**src/rtl/irq_pending_latch.sv**
```systemverilog
// Interrupt request front end: synchronises raw request lines, latches rising edges as sticky
// pending bits, applies the enable mask and drives the result into the priority encoder.
module irq_pending_latch #(
  parameter int unsigned         NUM_IRQS    = 16,
  parameter int unsigned         SYNC_STAGES = 2,
  parameter logic [NUM_IRQS-1:0] EDGE_MODE   = '1
) (
  input  logic                sysclk,
  input  logic                sysreset_n,
  input  logic [NUM_IRQS-1:0] irq_in,
  input  logic [NUM_IRQS-1:0] mask_in,
  input  logic                ack_valid,
  input  logic [15:0]         ack_code,
  output logic [NUM_IRQS-1:0] pending_out,
  output logic                irq_any,
  output logic [NUM_IRQS-1:0] overrun_out
);

  logic [NUM_IRQS-1:0] sync_q [SYNC_STAGES];
  logic [NUM_IRQS-1:0] hist_q;
  logic [NUM_IRQS-1:0] pend_q, pend_d;
  logic [NUM_IRQS-1:0] pending_q, pending_d;
  logic [NUM_IRQS-1:0] overrun_q, overrun_d;
  logic                irq_any_q, irq_any_d;

  logic [NUM_IRQS-1:0] sync_s;
  logic [NUM_IRQS-1:0] rise;
  logic [NUM_IRQS-1:0] ack_hit;

  always_ff @(posedge sysclk or negedge sysreset_n) begin
    if (!sysreset_n) begin
      for (int unsigned k = 0; k < SYNC_STAGES; k++) begin
        sync_q[k] <= '0;
      end
    end else begin
      sync_q[0] <= irq_in;
      for (int unsigned k = 1; k < SYNC_STAGES; k++) begin
        sync_q[k] <= sync_q[k-1];
      end
    end
  end

  assign sync_s = sync_q[SYNC_STAGES-1];
  assign rise   = sync_s & ~hist_q;

  // Codes at or beyond NUM_IRQS match no line, so they are ignored naturally.
  always_comb begin
    ack_hit = '0;
    for (int unsigned i = 0; i < NUM_IRQS; i++) begin
      ack_hit[i] = ack_valid && (32'(ack_code) == i);
    end
  end

  always_comb begin
    // Set wins over a same-cycle acknowledge: the old event is consumed, the new one held.
    pend_d    = (EDGE_MODE & (rise | (pend_q & ~ack_hit))) | (~EDGE_MODE & sync_s);
    overrun_d = EDGE_MODE & ~ack_hit & (overrun_q | (rise & pend_q));
    pending_d = pend_d & mask_in;
    irq_any_d = |pending_d;
  end

  always_ff @(posedge sysclk or negedge sysreset_n) begin
    if (!sysreset_n) begin
      hist_q    <= '0;
      pend_q    <= '0;
      pending_q <= '0;
      overrun_q <= '0;
      irq_any_q <= 1'b0;
    end else begin
      hist_q    <= sync_s;
      pend_q    <= pend_d;
      pending_q <= pending_d;
      overrun_q <= overrun_d;
      irq_any_q <= irq_any_d;
    end
  end

  assign pending_out = pending_q;
  assign overrun_out = overrun_q;
  assign irq_any     = irq_any_q;

endmodule

```
**config.mk**
```make
export PLATFORM = sky130hd
export DESIGN_NAME = irq_pending_latch
export DESIGN_NICKNAME = d
export VERILOG_FILES = /design/src/rtl/irq_pending_latch.sv
export SDC_FILE = /design/constraint.sdc
export NUM_CORES = 1
export LEC_CHECK = 0
export BUFFER_PORTS_ARGS = -buffer_cell sky130_fd_sc_hd__buf_2
export CAP_MARGIN = 20
export CORE_MARGIN = 8
export CORE_UTILIZATION = 56
export DETAILED_ROUTE_END_ITERATION = 10
export HOLD_SLACK_MARGIN = 0.12
export PLACE_DENSITY = 0.92
export SLEW_MARGIN = 30
export SYNTH_ARGS = -nofsm -noshare
export SYNTH_HDL_FRONTEND = slang
export SYNTH_SLANG_ARGS = --single-unit
```
**constraint.sdc**
```tcl
create_clock -name sysclk -period 2.3 [get_ports sysclk]
set_input_delay 0.115 -clock sysclk [delete_from_list [all_inputs] [get_ports sysclk]]
set_output_delay 0.115 -clock sysclk [all_outputs]
set_load 0.01 [all_outputs]
```
After elaboration in Yosys (flattened, before gate mapping)
Cells that the tools add are included.
Storage, ports and cells
  logic and storage cells: 49
  flip-flop bits (word level): 97
  input port bits: 51
  output and inout port bits: 33
Operators by class
  bitwise gates (word level): 9
  eq/ne operators: 15
  reduce and logical (&&, ||, !) cells: 18
Operators with widths (number)
  $eq A16 B4 Y1 const B: 8
  $and A16 B16 Y16: 5
  $eq A16 B3 Y1 const B: 4
  $eq A16 B2 Y1 const B: 2
  $not A16 Y16: 2
  $or A16 B16 Y16: 2
  $eq A16 B1 Y1 const B: 1
  $logic_and A1 B1 Y1: 16
  $logic_not A16 Y1: 1
  $reduce_or A16 Y1: 1

Longest topological paths before layout
  depth after elaboration: 7
  mapped depth: 6
  mapped depth without buffers: 5

Least setup slack after synthesis
OpenSTA, ideal clock, no wires.
  path type: in2reg
  from: input ack_code[13]
  to: register irq_any_q (netlist: irq_any)
  required time: 2160 ps
  path slack: 557 ps
  stages on the path: 6
  arrival time: 1603 ps
  library setup time: 140 ps
  path buffers: 1
  path through: or4_4 nor4_4 buf_6 a21oi_2 nor4_2 nand4_1
Between the ends
  longest elaborated chain between the ends: 7
  elaborated cells on any way between the ends: 37
  those cells by class: eq/ne (15); bitwise (4); reduce/logical (18)
RTL lines
  from (decl): RTL line 13  | input logic [15:0] ack_code,
  $eq A16 B2 Y1: RTL line 50  | ack_hit[i] = ack_valid && (32'(ack_code) == i);
  $logic_and A1 B1 Y1: RTL line 50
  $not A16 Y16: RTL line 56  | pend_d = (EDGE_MODE & (rise | (pend_q & ~ack_hit))) | (~EDGE_MODE & sync_s);
  $and A16 B16 Y16: RTL line 56
  $or A16 B16 Y16: RTL line 56
  $and A16 B16 Y16: RTL line 58  | pending_d = pend_d & mask_in;
  named net pending_d[3]: RTL line 22  | logic [NUM_IRQS-1:0] pending_q, pending_d;
  $reduce_or A16 Y1: RTL line 59  | irq_any_d = |pending_d;
  named net irq_any_d: RTL line 24  | logic irq_any_q, irq_any_d;
  to (signal assigned): RTL line 74  | irq_any_q <= irq_any_d;
  to (decl): RTL line 24
The timed path passes the listed nets, and every way through them passes these cells.

Worst setup path after layout
  from: input ack_code[13]
  to: register irq_any_q (netlist: irq_any)
Between the ends
  longest elaborated chain between the ends: 7
  elaborated cells on any way between the ends: 37
  those cells by class: eq/ne (15); bitwise (4); reduce/logical (18)
RTL lines (RTL line)
  $eq A16 B1 Y1: 50
  $logic_and A1 B1 Y1: 50
  $not A16 Y16: 56
  $and A16 B16 Y16: 56
  $or A16 B16 Y16: 56
  $and A16 B16 Y16: 58
  named net pending_d[1]: 22
  $reduce_or A16 Y1: 59
  named net irq_any_d: 24
The timed path passes the listed nets, and every way through them passes these cells.

==> impl_summary.md <==
Final layout
The area overhead of the layout relative to synthesis is 30.8%. The antenna cell count is 0. In the layout the commonest cells are sky130_fd_sc_hd__dfrtp_1, sky130_fd_sc_hd__buf_2, sky130_fd_sc_hd__a21oi_1. The layout has approximately 370 filler cells. Leaving out fill and tap cells, the most frequent cell in the layout is sky130_fd_sc_hd__dfrtp_1. The number of nets in the final layout is 432. In the final layout, the share of cells above drive strength 1 is 0.303.

STA
Setup repair after global routing left no endpoint under its margin. Counting I/O delays and the setup requirement, the final critical path takes around 1.9 ns. The maximum achievable frequency is 533 MHz. The final-layout setup total negative slack is 0 ns. The transition time of the tightest slew-check pin is slightly below 0.7 ns.

Measured against its own limit, the worst slew margin works out to 0.541. The total of endpoints with negative setup slack in the final report is 0. The final-report hold violation count was 0. Clock skew on the completed layout was measured at about 0.014 ns.

The final hold slack is 0.256 ns. The number of pins exceeding their max-slew limit in the final report is 0. The part of the cycle the worst path needs is 0.815.

Critical path
Of all nets on the critical path, the largest fanout is 4. The required time of the worst setup path is roughly 2.5 ns. The data arrival time at the worst-slack endpoint is 2.10 ns. The most critical setup path has its startpoint at ack_code[13]. STA classifies the critical path endpoint as a flop. The reg-to-reg startpoint is sync_s[0]$_DFF_PN0_. The path type of the worst setup path is in -> reg. The type of origin of the critical path is a primary input.

Die
The starting utilization of the core area is 0.578. The die is between 90 and 100 um tall. The core area is 0.00589 mm^2. For this design the top-level I/O count stands at 84. From left edge to right edge, the die measures about 94 um. The die area is 0.00883 mm^2. The initialized floorplan defines 28 standard-cell rows.

Yosys
By area the synthesized netlist is led by sky130_fd_sc_hd__dfrtp_1, sky130_fd_sc_hd__a21oi_1, sky130_fd_sc_hd__a21o_1. The register bit count reported by yosys is 97. The mapped netlist covers between 0.003 and 0.004 mm^2. The netlist uses 26 different library cells. Counting every instance in the synthesized netlist gives 257. A synthesized cell averages about 13 um^2. Of the synthesized area, sequential elements account for 0.713.

When the netlist entered floorplanning its net count stood at around 310. Of the post-synthesis cell area, the dominant cell type holds 0.713. The total of warnings raised by yosys is 0. The top cell type by total area after synthesis is sky130_fd_sc_hd__dfrtp_1.

Placed design
Routability-driven placement finished with a final weighted congestion of approximately 0.9. The detailed-placement wirelength estimate is 5580 um. The count of port buffers added during placement is slightly above 80.

Hold path
The start point of the worst min-delay path is ack_code[0]. In this run the worst hold path is classified as in -> reg.

Routing
Summed over all nets, wire length on met3 after detailed routing comes to 797 um. The met2 layer wire length in the routed design is between 4000 and 5000 um. The average via count per standard cell is around 5.6.

Detailed routing inserted a total of 2554 vias. The first-pass iteration count of the detailed router is 5. Once detail routing completed, the nets flagged for antenna violations numbered 0. Dividing the detail-routed wire length by the instance count gives ~19 um.

The DRC marker count from the first detailed-route iteration is around 220. For this block, the routed nets add up to about 8500 um of wire. The remaining design rule violation count is 0. The highest layer touched by signal routing is met4. After detailed routing, the wire length on met1 is between 3000 and 4000 um.

Global route
The number of global-route vias before repair is between 2000 and 3000. The largest net degree at the start of global routing is 50. Across every metal layer, demand over resource in global routing totals 0.207. Global routing finished with a remaining overflow of 0. The number of antenna violations at the first check in global routing is 0. The first global-routing pass estimated between 10000 and 15000 um of wire.

Clock network
Counting the buffers created by CTS gives 9. The number of H-tree levels is 3. Clock latency on the worst-skew pair, taken at its later pin, is around 0.36 ns. TritonCTS built the clock tree.

The root buffer cell is sky130_fd_sc_hd__clkbuf_8. After clock tree synthesis, the clock-pin slew on the worst setup and hold paths is about 0.09 ns. The number of clock sinks is 97.

In this run the deepest clock path goes through 2 buffers. Post-CTS repair changed the size of 0 cells.

Outcome
The flow ran to the end, and the final reports show no timing, DRC or antenna violations.

Power
For this design the ratio of total power to cell area is 714 mW/mm^2. The worst-case vdd ir drop is approximately 530 uV. The leakage power total is between 1.5 and 2 nW.

Flow run
The count of maximum capacitance violations is 0.
## critical path, cell delays in order
cell	delay (ns)
sky130_fd_sc_hd__buf_2	0.10
sky130_fd_sc_hd__or4_4	0.61
sky130_fd_sc_hd__nor4_4	0.47
sky130_fd_sc_hd__a21oi_1	0.18
sky130_fd_sc_hd__nor4_1	0.48
sky130_fd_sc_hd__nand4_1	0.15
## synthesized netlist by cell type
library cell and instances:
sky130_fd_sc_hd__clkbuf_1 5, sky130_fd_sc_hd__or3_4 1, sky130_fd_sc_hd__or4bb_1 1, sky130_fd_sc_hd__or4bb_2 1, sky130_fd_sc_hd__nor2b_1 17, sky130_fd_sc_hd__nand4_1 1, sky130_fd_sc_hd__nand2_1 17, sky130_fd_sc_hd__nand4b_1 1
sky130_fd_sc_hd__nand2b_1 1, sky130_fd_sc_hd__a21oi_1 45, sky130_fd_sc_hd__o21ai_0 16, sky130_fd_sc_hd__nor2_1 13, sky130_fd_sc_hd__a21oi_2 3, sky130_fd_sc_hd__or4b_1 1, sky130_fd_sc_hd__nor3_1 4, sky130_fd_sc_hd__a21o_1 16
sky130_fd_sc_hd__or4_4 2, sky130_fd_sc_hd__nor4_2 1, sky130_fd_sc_hd__buf_4 2, sky130_fd_sc_hd__and2b_2 1, sky130_fd_sc_hd__nor4_4 4, sky130_fd_sc_hd__dfrtp_1 97, sky130_fd_sc_hd__buf_6 2, sky130_fd_sc_hd__and2_1 1
sky130_fd_sc_hd__or2b_2 1, sky130_fd_sc_hd__nor4_1 3
## state kept, by name, indices dropped and copies added, names as in the netlist
name	count
pend_q	16
sync_s	16
overrun_out	16
sync_q	16
pending_out	16
irq_any	1
hist_q	16
## timing repair
action,CTS,global route
buffers inserted,0,0
hold buffers,33,0
hold endpoints to repair,80,0
## report_power, final
group | total [mW] | internal, mW | switching, mW
clock | 1.16 | 0.624 | 0.531
combinational | 0.240 | 0.108 | 0.133
sequential | 1.78 | 1.76 | 0.0208
total | 3.18 | 2.49 | 0.685
## logic make-up (layout without fill, tap and decap cells)
family	count (synthesis)	after routing	share of synthesized area
DFF	97	97	0.713
AOI/OAI and AO/OA	80	80	0.133
and+or+nand+nor	71	71	0.138
buffers and inverters	9	135	0.0165
## per-layer routing
metal | up-vias | track usage
met5 | - | 0
met4 | 0 | 0.106
met3 | 33 | 0.0663
met2 | 141 | 0.330
met1 | 1245 | 0.246
li1 | 1135 | -
## path summary, 6_finish.rpt
check                                             to  slack, ns  cells past startpoint
min in group asynchronous        hist_q[8]$_DFF_PN0_       0.31                      2
hold reg to reg                  sync_s[4]$_DFF_PN0_       0.35                      0
hold / removal             pending_out[12]$_DFF_PN0_       0.26                      3
max in group asynchronous       pend_q[15]$_DFF_PN0_       1.32                      3
setup reg to reg                   irq_any$_DFF_PN0_       0.67                      5
setup / recovery                   irq_any$_DFF_PN0_       0.42                      6
## area by class of cell
class / instances / area (um^2) / area share
multi-input combinational: 151 / 920 / 0.207
timing repair buffer: 122 / 806 / 0.181
clock buffer: 10 / 138 / 0.0309
tap: 75 / 93.8 / 0.0211
clock inverter: 3 / 67.6 / 0.0152
sequential: 97 / 2430 / 0.545
## metrics by stage
| stage | util | setup WS (ns) | cells | power, mW | cell area, um^2 |
|---|---|---|---|---|---|
| 4_1_cts | 0.756 | 0.442 | 458 | 3.19 | 4450 |
| 5_1_grt | 0.756 | 0.337 | 458 | 3.31 | 4450 |
| 6_report | 0.756 | 0.425 | 458 | 3.18 | 4450 |
| 3_5_place_dp | 0.665 | 0.205 | 412 | 2.01 | 3920 |
| 2_1_floorplan | - | 0.557 | 257 | 1.89 | 3400 |
| 3_3_place_gp | 0.665 | 0.278 | 412 | 2.00 | 3920 |
Note: power is estimated with default switching activity, not from simulation.
